$ cat config.mk
export PLATFORM = sky130hd
export DESIGN_NAME = kogge_pipe
export DESIGN_NICKNAME = d
export VERILOG_FILES = /design/src/rtl/kogge_pipe.sv
export SDC_FILE = /design/constraint.sdc
export NUM_CORES = 1
export LEC_CHECK = 0
export BUFFER_PORTS_ARGS = -buffer_cell sky130_fd_sc_hd__buf_4
export CAP_MARGIN = 20
export CELL_PAD_IN_SITES_DETAIL_PLACEMENT = 2
export CELL_PAD_IN_SITES_GLOBAL_PLACEMENT = 2
export CORE_MARGIN = 8
export CORE_UTILIZATION = 39
export DETAILED_ROUTE_END_ITERATION = 7
export GPL_TIMING_DRIVEN = 0
export PLACE_DENSITY_LB_ADDON = 0.1
export SETUP_SLACK_MARGIN = 0.2
export SLEW_MARGIN = 40
export SYNTH_ARGS = -nofsm -noshare
export SYNTH_HDL_FRONTEND = slang
export SYNTH_SLANG_ARGS = --single-unit
$ cat constraint.sdc
create_clock -name clk -period 8.55 [get_ports clk]
set_input_delay 1.71 -clock clk [delete_from_list [all_inputs] [get_ports clk]]
set_output_delay 1.71 -clock clk [all_outputs]
set_load 0.005 [all_outputs]
$ cat src/rtl/kogge_pipe.sv
// Pipelined Kogge-Stone adder/subtractor with valid/ready handshake on both sides.
// Define KOGGE_OVF_EN to build the signed-overflow output; otherwise Ovf is tied to 0.
module kogge_pipe #(
    parameter int unsigned WIDTH    = 16,
    parameter int unsigned PIPELINE = 1
) (
    input  logic             clk,
    input  logic             rst,
    input  logic             in_valid,
    output logic             in_ready,
    input  logic [WIDTH-1:0] A,
    input  logic [WIDTH-1:0] B,
    input  logic             Cin,
    input  logic             Sub,
    output logic             out_valid,
    input  logic             out_ready,
    output logic [WIDTH-1:0] S,
    output logic             Cout,
    output logic             Ovf
);
    localparam int unsigned LEVELS = $clog2(WIDTH);

    // One prefix level of span d; returns {G, P}.
    function automatic logic [2*WIDTH-1:0] prefix_lvl(input logic [WIDTH-1:0] g,
                                                       input logic [WIDTH-1:0] p,
                                                       input int unsigned d);
        logic [WIDTH-1:0] go;
        logic [WIDTH-1:0] po;
        go = g;
        po = p;
        for (int unsigned i = d; i < WIDTH; i++) begin
            go[i] = g[i] | (p[i] & g[i-d]);
            po[i] = p[i] & p[i-d];
        end
        return {go, po};
    endfunction

    logic             w_en;
    logic             r_ov;
    logic             r_v0, r_c0;
    logic [WIDTH-1:0] r_a, r_b;
    logic             r_pv, r_c;
    logic [WIDTH-1:0] r_p, r_g;
    logic [WIDTH-1:0] w_gf, w_pf;
    logic             w_cf, w_vf;

    assign w_en     = !(r_ov && !out_ready);
    assign in_ready = w_en;

    always_ff @(posedge clk or posedge rst) begin
        if (rst) begin
            r_v0 <= 1'b0;
            r_a  <= '0;
            r_b  <= '0;
            r_c0 <= 1'b0;
            r_pv <= 1'b0;
            r_p  <= '0;
            r_g  <= '0;
            r_c  <= 1'b0;
        end else if (w_en) begin
            r_v0 <= in_valid;
            r_a  <= A;
            r_b  <= B ^ {WIDTH{Sub}};
            r_c0 <= Sub | Cin;
            r_pv <= r_v0;
            r_p  <= r_a ^ r_b;
            // Carry-in folded into bit-0 generate so the prefix tree sees it.
            r_g  <= (r_a & r_b) | {{(WIDTH-1){1'b0}}, (r_a[0] ^ r_b[0]) & r_c0};
            r_c  <= r_c0;
        end
    end

    if (PIPELINE != 0) begin : g_pipe
        logic [WIDTH-1:0] r_lg  [LEVELS];
        logic [WIDTH-1:0] r_lp  [LEVELS];
        logic [WIDTH-1:0] r_lp0 [LEVELS];
        logic             r_lc  [LEVELS];
        logic             r_lv  [LEVELS];

        always_ff @(posedge clk or posedge rst) begin
            if (rst) begin
                for (int unsigned k = 0; k < LEVELS; k++) begin
                    r_lg[k]  <= '0;
                    r_lp[k]  <= '0;
                    r_lp0[k] <= '0;
                    r_lc[k]  <= 1'b0;
                    r_lv[k]  <= 1'b0;
                end
            end else if (w_en) begin
                {r_lg[0], r_lp[0]} <= prefix_lvl(r_g, r_p, 32'd1);
                r_lp0[0] <= r_p;
                r_lc[0]  <= r_c;
                r_lv[0]  <= r_pv;
                for (int unsigned k = 1; k < LEVELS; k++) begin
                    {r_lg[k], r_lp[k]} <= prefix_lvl(r_lg[k-1], r_lp[k-1], 32'd1 << k);
                    r_lp0[k] <= r_lp0[k-1];
                    r_lc[k]  <= r_lc[k-1];
                    r_lv[k]  <= r_lv[k-1];
                end
            end
        end

        assign w_gf = r_lg[LEVELS-1];
        assign w_pf = r_lp0[LEVELS-1];
        assign w_cf = r_lc[LEVELS-1];
        assign w_vf = r_lv[LEVELS-1];
    end else begin : g_flat
        logic [WIDTH-1:0] w_gt, w_pt;

        always_comb begin
            w_gt = r_g;
            w_pt = r_p;
            for (int unsigned k = 0; k < LEVELS; k++) begin
                {w_gt, w_pt} = prefix_lvl(w_gt, w_pt, 32'd1 << k);
            end
        end

        assign w_gf = w_gt;
        assign w_pf = r_p;
        assign w_cf = r_c;
        assign w_vf = r_pv;
    end

    logic [WIDTH-1:0] r_s;
    logic             r_co;

    always_ff @(posedge clk or posedge rst) begin
        if (rst) begin
            r_ov <= 1'b0;
            r_s  <= '0;
            r_co <= 1'b0;
        end else if (w_en) begin
            r_ov <= w_vf;
            r_s  <= w_pf ^ {w_gf[WIDTH-2:0], w_cf};
            r_co <= w_gf[WIDTH-1];
        end
    end

`ifdef KOGGE_OVF_EN
    logic r_ovf;

    always_ff @(posedge clk or posedge rst) begin
        if (rst) begin
            r_ovf <= 1'b0;
        end else if (w_en) begin
            r_ovf <= w_gf[WIDTH-2] ^ w_gf[WIDTH-1];
        end
    end

    assign Ovf = r_ovf;
`else
    assign Ovf = 1'b0;
`endif

    assign out_valid = r_ov;
    assign S         = r_s;
    assign Cout      = r_co;

endmodule

Word level (Yosys, flattened, before mapping)
Index checks and enable logic that the tools add are counted.
{ "word_totals": {"regBits": 270, "inputBits": 38, "out_inout_bits": 20} }
{ "classes": {"n_bitwise": 147, "reduce_logical": 3} }
{ "ops": {"columns": ["cell", "count"], "rows": [
  ["$and 1x1->1", 91],
  ["$or 1x1->1", 50],
  ["$xor 16x16->16", 3],
  ["$and 16x16->16", 1],
  ["$or 16x1->16", 1],
  ["$logic_not 1->1", 2],
  ["$logic_and 1x1->1", 1],
  ["$xor 1x1->1", 1]
]} }

Longest topological paths before layout
Gate-level depths: netlist (run 1).
{ "logic_depth": {"word_depth": 3, "ltp_mapped": 6, "depth_no_buf": 3} }

Least setup slack after synthesis (run 1)
Ideal clock, no wire load.
{ "synth_path": {"kind": "input port to output port", "start": "input out_ready", "end": "output in_ready", "arrival_time_ns": 2.290, "path_slack_ns": 4.550, "cell_stages": 5, "path_cell_list": "nor2b_1 -> buf_4 -> inv_2 -> buf_6 -> buf_4"} }
{ "synth_via": {"elab_chain_len": 3} }
{ "synth_rtl": {"columns": ["item", "line", "rtl"], "rows": [
  ["start: declaration", "16", "input logic out_ready,"],
  ["$logic_not 1->1", "47", "assign w_en = !(r_ov && !out_ready);"],
  ["$logic_and 1x1->1", "47", null],
  ["$logic_not 1->1", "47", null],
  ["end: declaration", "10", "output logic in_ready,"]
]} }
No other way between the ends.

Worst setup path after layout (run 1)
Same ends and word-level chain as after synthesis.

==> results of run 1 <==
==> report_power, final <==
part	internal, mW	switching [mW]
combinational	0.567	0.590
sequential	1.74	0.469
clock	0.828	0.490
total	3.13	1.55
==> final timing paths <==
kind | start | cells past startpoint | slack, ns | endpoint
min reg2reg | g_pipe.r_lp0[30] | 1 | 0.48 | w_pf[14]
max in group asynchronous | rst | 6 | 6.43 | r_v0
max | out_ready | 7 | 4.03 | in_ready
min | g_pipe.r_lp0[30] | 1 | 0.48 | w_pf[14]
max reg2reg | out_valid | 4 | 6.59 | g_pipe.r_lg[57]
min in group asynchronous | rst | 2 | 1.09 | g_pipe.r_lp[36]
==> synth_stat cells, drive strengths merged <==
cell and n:
mux2 170, dfrtp 256, conb 1, nand3b 85
a21oi 50, nor2b 1, ha 16, clkbuf 25
o21ai 85, nand2 34, xor2 32, inv 2
buf 24, nand2b 1, nor2 1
==> logic make-up after synthesis <==
group           Yosys count  share of synthesized area
buf+inv                  51                     0.0251
flops                   256                      0.609
xor+xnor                 32                     0.0266
mux                     170                      0.182
compound gates          135                     0.0642
other cells               1                   0.000356
simple gates            122                     0.0743
fa+ha+maj                16                     0.0190
==> per-layer routing <==
layer  wire (um)  vias to the layer above  share of wire
met2       13700                       96           0.49
li1            -                     2962              -
met3         858                       36          0.030
met5           0                        -              0
met1       13000                     3509           0.46
met4         639                        0          0.023
==> cell type report <==
| cell class | instances | area [sq um] |
|---|---|---|
| fillers | 2576 | 14000 |
| inverters | 2 | 11.3 |
| repair buffers | 67 | 691 |
| plain buffers | 49 | 256 |
| flip-flops and latches | 256 | 6410 |
| multi-input cells | 476 | 3860 |
| clock inverters | 10 | 154 |
| well taps | 341 | 427 |
| clock buffers | 44 | 882 |
==> flip-flops by register name, summed over array words and instances (netlist names) <==
name	cells
w_vf	1
g_pipe.r_lg	48
g_pipe.r_lc	3
out_valid	1
S	16
w_pf	16
r_a	16
g_pipe.r_lp0	45
w_gf	16
r_c0	1
g_pipe.r_lv	3
r_v0	1
r_p	16
g_pipe.r_lp	37
r_b	16
w_cf	1
r_c	1
Cout	1
r_g	16
r_pv	1
==> stage by stage <==
stage                     total power, mW  instance area [sq um]
after global placement               3.29                  11400
after CTS                            4.77                  12700
after global routing                 4.98                  12700
after detailed placement             3.41                  11600
after floorplan                      2.80                  10500
final                                4.68                  12700
==> worst reg2reg max path, delay by kind of cell, from the launching register on <==
kind            cells  cell delay, ns
simple gates        1            0.18
flops               1            0.51
buf+inv             2            1.08
compound gates      1            0.11
==> layout by cell type (no fill, tap or decap), types with 10 or more instances in the layout <==
master / Yosys / layout
a21oi_1: 50 / 50
buf_4: 15 / 70
clkbuf_1: 25 / 30
clkbuf_16: 0 / 29
clkbuf_8: 0 / 10
dfrtp_1: 256 / 256
ha_1: 16 / 16
mux2_1: 170 / 170
nand2_1: 34 / 34
nand3b_1: 85 / 85
o21ai_1: 85 / 85
xor2_1: 32 / 32
==> metrics.txt, run 1 <==
register area share after synthesis=0.609; Worst-Skew Late Latency=around 0.54 ns; Routed Antenna Nets=0; CTS Buffer Depth=3; final hold vios=0; crit path cell chain=buf_4 > nor2b_1 > buf_4 > inv_2 > buf_6 > buf_4 > buf_4; TritonCTS clock tree=built; Area Growth Syn to Fin=20.5%; DRT Pass-1 Iters=4; share of layout cells above drive strength 1=0.156; vias=6,603; post-route setup slack=around 4 ns; first-pass GRT wire length=between 40,000 and 50,000 um; Final Skew=0.0115 ns; met3 Usage GRT=0.0262; Leakage=5.52 nW; H-tree depth=1; Highest Clock Rate=roughly 0.22 GHz; Root Driver=clkbuf_16; Worst Tran Pin Value=between 0.6 and 0.7 ns; post-CTS sizing=0; Residual DRC=0; CP Launch Type=input pin; Non-Filler Instances=about 1,200; top cell type's share of synthesized area=0.609; Die Area=0.0325 sq mm; row count=60; Crit Path Max Fanout=10; TritonCTS buffer count=29; cells after synthesis=about 780; Fin Setup TNS=0 ns; Setup Buffers After CTS=0; Mean Syn Cell Area=about 13 sq um; diode count=0; pre-CTS setup slack=roughly 4.1 ns; Final Critical Period=4.52 ns; Synth area leaders=dfrtp_1, mux2_1, nand3b_1; setup violators final=0; Synth Cell Area=~0.011 sq mm; Final Core Density=0.475; pin count of the biggest net entering global routing=28; grt met1 use=0.238; Die Width=180 um; grt ovf=0; met2 Use GR=0.299; RSZ-0062 raised after global routing=false; Port Buffers=55; worst path required time=about 6.8 ns; Ports=58; final WL=around 28,000 um; outcome=finished clean; vias in the first global route=7,743; Unique masters post-synth=19; worst min path class=flop to flop; hold_buf cts=0; Initial Util=0.394; normalized max-slew margin=0.565; GP Congestion=around 0.77; Reg clk slew, reported paths=~0.060 ns; largest area contributor in the netlist=dfrtp_1; Layout Nets=just over 900; initial antenna violation count=0; delay-heaviest family, CP=buffers and inverters; DRT iter0 DRCs=between 200 and 300; post-synth net total=roughly 840; Avg WL per Cell=~23 um; period utilisation layout=0.528; worst setup path class=input pin to output port; #FFs+latches synth=approximately 260; sum of net half-perimeters after detailed placement=21,000 um; hold_ws=roughly 0.48 ns; Most Frequent Cell on Critical Path=buf_4; grt peak-use layer=met2; vias per cell=5.30; Worst VDD drop=about 240 uV; Slew Limit Fails=0; Clock Sink Count=roughly 260; Total GRT Usage=0.178; die height=approximately 180 um; CP peak stage delay=about 0.21 ns; crit path DAT=approximately 2.8 ns; MaxCap Viol Count=0; Worst Setup End Kind=output port; core region area=roughly 0.027 sq mm; Crit path buffers/inverters=6; Yosys warning total=0; Power Density=between 300 and 400 mW/mm^2; cell with the largest stage delay on the worst path=buf_4; # placed instances=1,191
(Power assumes the default switching activity.)
==> run 2: changes to the inputs <==
--- a/config.mk
+++ b/config.mk
@@ -10,7 +10,7 @@
 export CELL_PAD_IN_SITES_DETAIL_PLACEMENT = 2
 export CELL_PAD_IN_SITES_GLOBAL_PLACEMENT = 2
 export CORE_MARGIN = 8
-export CORE_UTILIZATION = 39
+export CORE_UTILIZATION = 43
 export DETAILED_ROUTE_END_ITERATION = 7
 export GPL_TIMING_DRIVEN = 0
 export PLACE_DENSITY_LB_ADDON = 0.1
==> constraint.sdc (replaced) <==
create_clock -name clk -period 4.17 [get_ports clk]
set_input_delay 0.834 -clock clk [delete_from_list [all_inputs] [get_ports clk]]
set_output_delay 0.834 -clock clk [all_outputs]
set_load 0.005 [all_outputs]
==> metrics.txt, run 2 (synthesis results as in run 1) <==
outcome=finished clean; critical path depth in cells=6 (-1); share of layout cells above drive strength 1=0.154 (-0.00204); Ports=58 (unchanged); Placed Instance Area=0.0116 sq mm (about the same); DRT Pass-1 Iters=4 (unchanged); final instance area=0.0126 sq mm (-0.47%); worst min path class=input pin to asynchronous set/reset pin; CP Launch Type=flop; Avg WL per Cell=23.4 um (+3.1%); core region area=0.0242 sq mm (-9.5%); Leakage=5.50 nW (-0.36%); Root Driver=clkbuf_16; most frequent cells in the layout=dfrtp_1, mux2_1, nand3b_1, o21ai_1, buf_4; Die Width=172 um (-4.3%); Non-Filler Instances=1,227 (-1.4%); row count=57 (-5.0%); crit path cell chain=nor2b_1 > buf_4 > inv_2 > buf_6 > buf_4 > buf_4; Highest Clock Rate=between 0.3 and 0.4 GHz; Worst-Skew Late Latency=0.54 ns (about the same); Tot Pwr=9.54 mW (+100%); GP Congestion=0.808 (+4.4%); setup violators final=0 (unchanged); crit path DAT=2.08 ns (-0.73 ns); sequential share of power=0.476 (+0.005); Final Skew=0.0172 ns (+0.00575 ns); CTS Buffer Depth=3 (unchanged); normalized max-slew margin=0.590 (+0.0246); Regs by FF count=g_pipe.r_lg x48, g_pipe.r_lp0 x45, g_pipe.r_lp x37; cell with the largest stage delay on the worst path=dfrtp_1; MaxCap Viol Count=0 (unchanged); Clock Sink Count=256 (unchanged); Power Density=756 mW/mm^2 (+100%); diode count=0 (unchanged); post-route setup slack=1.26 ns (-2.78 ns); post-CTS sizing=0 (unchanged); worst setup path class=flop to output port; Area Growth Syn to Fin=19.9%; pre-CTS setup slack=1.44 ns (-2.61 ns); hold_ws=0.261 ns (-0.219 ns); Slew Limit Fails=0 (unchanged); CP peak stage delay=0.49 ns (+0.28 ns); Worst Setup End Kind=output port; vias per cell=5.39 (+1.7%); NetSw=3.22 mW (+110%); vias=6,617 (+0.21%); Clock Power Share=0.272 (-0.010); Port Buffers=55 (unchanged); grt ovf=0 (unchanged); Final Core Density=0.522 (+0.0475); Crit path buffers/inverters=5 (-1); Switching Share=0.338 (+0.00714); register area=0.00641 sq mm (unchanged); Comb pwr share=0.252 (+0.005); worst path required time=3.34 ns (-3.50 ns); period utilisation layout=0.699; TritonCTS buffer count=29 (unchanged); reg2reg setup slack=2.23 ns (-4.36 ns); Fillers=2,267 (-12%); pin count of the biggest net entering global routing=28 (unchanged); commonest non-fill, non-tap cell in the layout=dfrtp_1; sum of net half-perimeters after detailed placement=21,100 um (+0.41%); Initial Util=0.435 (+0.0415); Residual DRC=0 (unchanged); RSZ-0062 raised after global routing=false; Layout Nets=935 (unchanged); final hold vios=0 (unchanged); Crit Path Max Fanout=10 (unchanged); Reg with most FFs=g_pipe.r_lg; internal power=6.31 mW (+100%); multi-input logic area=0.00386 sq mm (unchanged); Reg clk slew, reported paths=0.06 ns (about the same); hold_buf cts=0 (unchanged); Setup Buffers After CTS=0 (unchanged); Final Critical Period=between 2 and 3 ns; # placed instances=1,174 (-1.4%); die height=172 um (-4.3%); max reg flops=48 (unchanged); R2R depth=4 (unchanged); Worst Tran Pin Value=0.615 ns (-0.0369 ns); Worst VDD drop=327 uV (+35%); H-tree depth=1 (unchanged); Routed Antenna Nets=0 (unchanged); delay-heaviest family, CP=buffers and inverters; Most Frequent Cell on Critical Path=buf_4; final WL=28,700 um (+1.6%); Die Area=0.0297 sq mm (-8.5%); DRT iter0 DRCs=243 (-5.8%); first-pass GRT wire length=46,600 um (+1.2%); Total GRT Usage=0.204 (+0.0261); vias in the first global route=7,786 (+0.56%); initial antenna violation count=0 (unchanged); Fin Setup TNS=0 ns (unchanged); TritonCTS clock tree=built
==> run 2: cell count changes in the layout (fill, tap and decap cells not counted), sizes merged <==
cell / before / now
clkinv: 5 / 7
bufinv: 4 / 3
clkbuf: 69 / 67
==> run 2: power by group through the flow <==
stage / clock network [mW] / logic, mW / registers (mW)
2_1_floorplan: 0 / 1.64 / 4.10
3_3_place_gp: 0 / 2.20 / 4.49
3_5_place_dp: 0 / 2.41 / 4.58
4_1_cts: 2.66 / 2.47 / 4.56
5_1_grt: 2.75 / 2.70 / 4.68
6_report: 2.60 / 2.40 / 4.54
==> run 2: routing by layer <==
| metal | global-route usage | part of all wire | vias to the layer above |
|---|---|---|---|
| li1 | - | - | 2967 |
| met1 | 0.263 | 0.43 | 3505 |
| met2 | 0.355 | 0.51 | 99 |
| met3 | 0.0251 | 0.027 | 46 |
| met4 | 0.0611 | 0.027 | 0 |
| met5 | 0 | 0 | - |
==> run 2: layout make-up <==
cell class                      instances  area share
Buffer                                 49      0.0203
Clock buffer                           42      0.0669
Clock inverter                         11      0.0109
Inverter                                2    0.000892
Multi-Input combinational cell        476       0.305
Sequential cell                       256       0.507
Tap cell                              324      0.0321
Timing Repair Buffer                   67      0.0559
==> run 2: worst paths after layout <==
kind	end	start
worst max-delay path	in_ready	out_valid
max in group asynchronous	g_pipe.r_lp0[21]	rst
min in group clk	w_pf[6]	g_pipe.r_lp0[22]
worst min register to register	w_pf[6]	g_pipe.r_lp0[22]
worst max register to register	g_pipe.r_lg[60]	out_valid
worst min-delay path	g_pipe.r_lp0[53]	rst
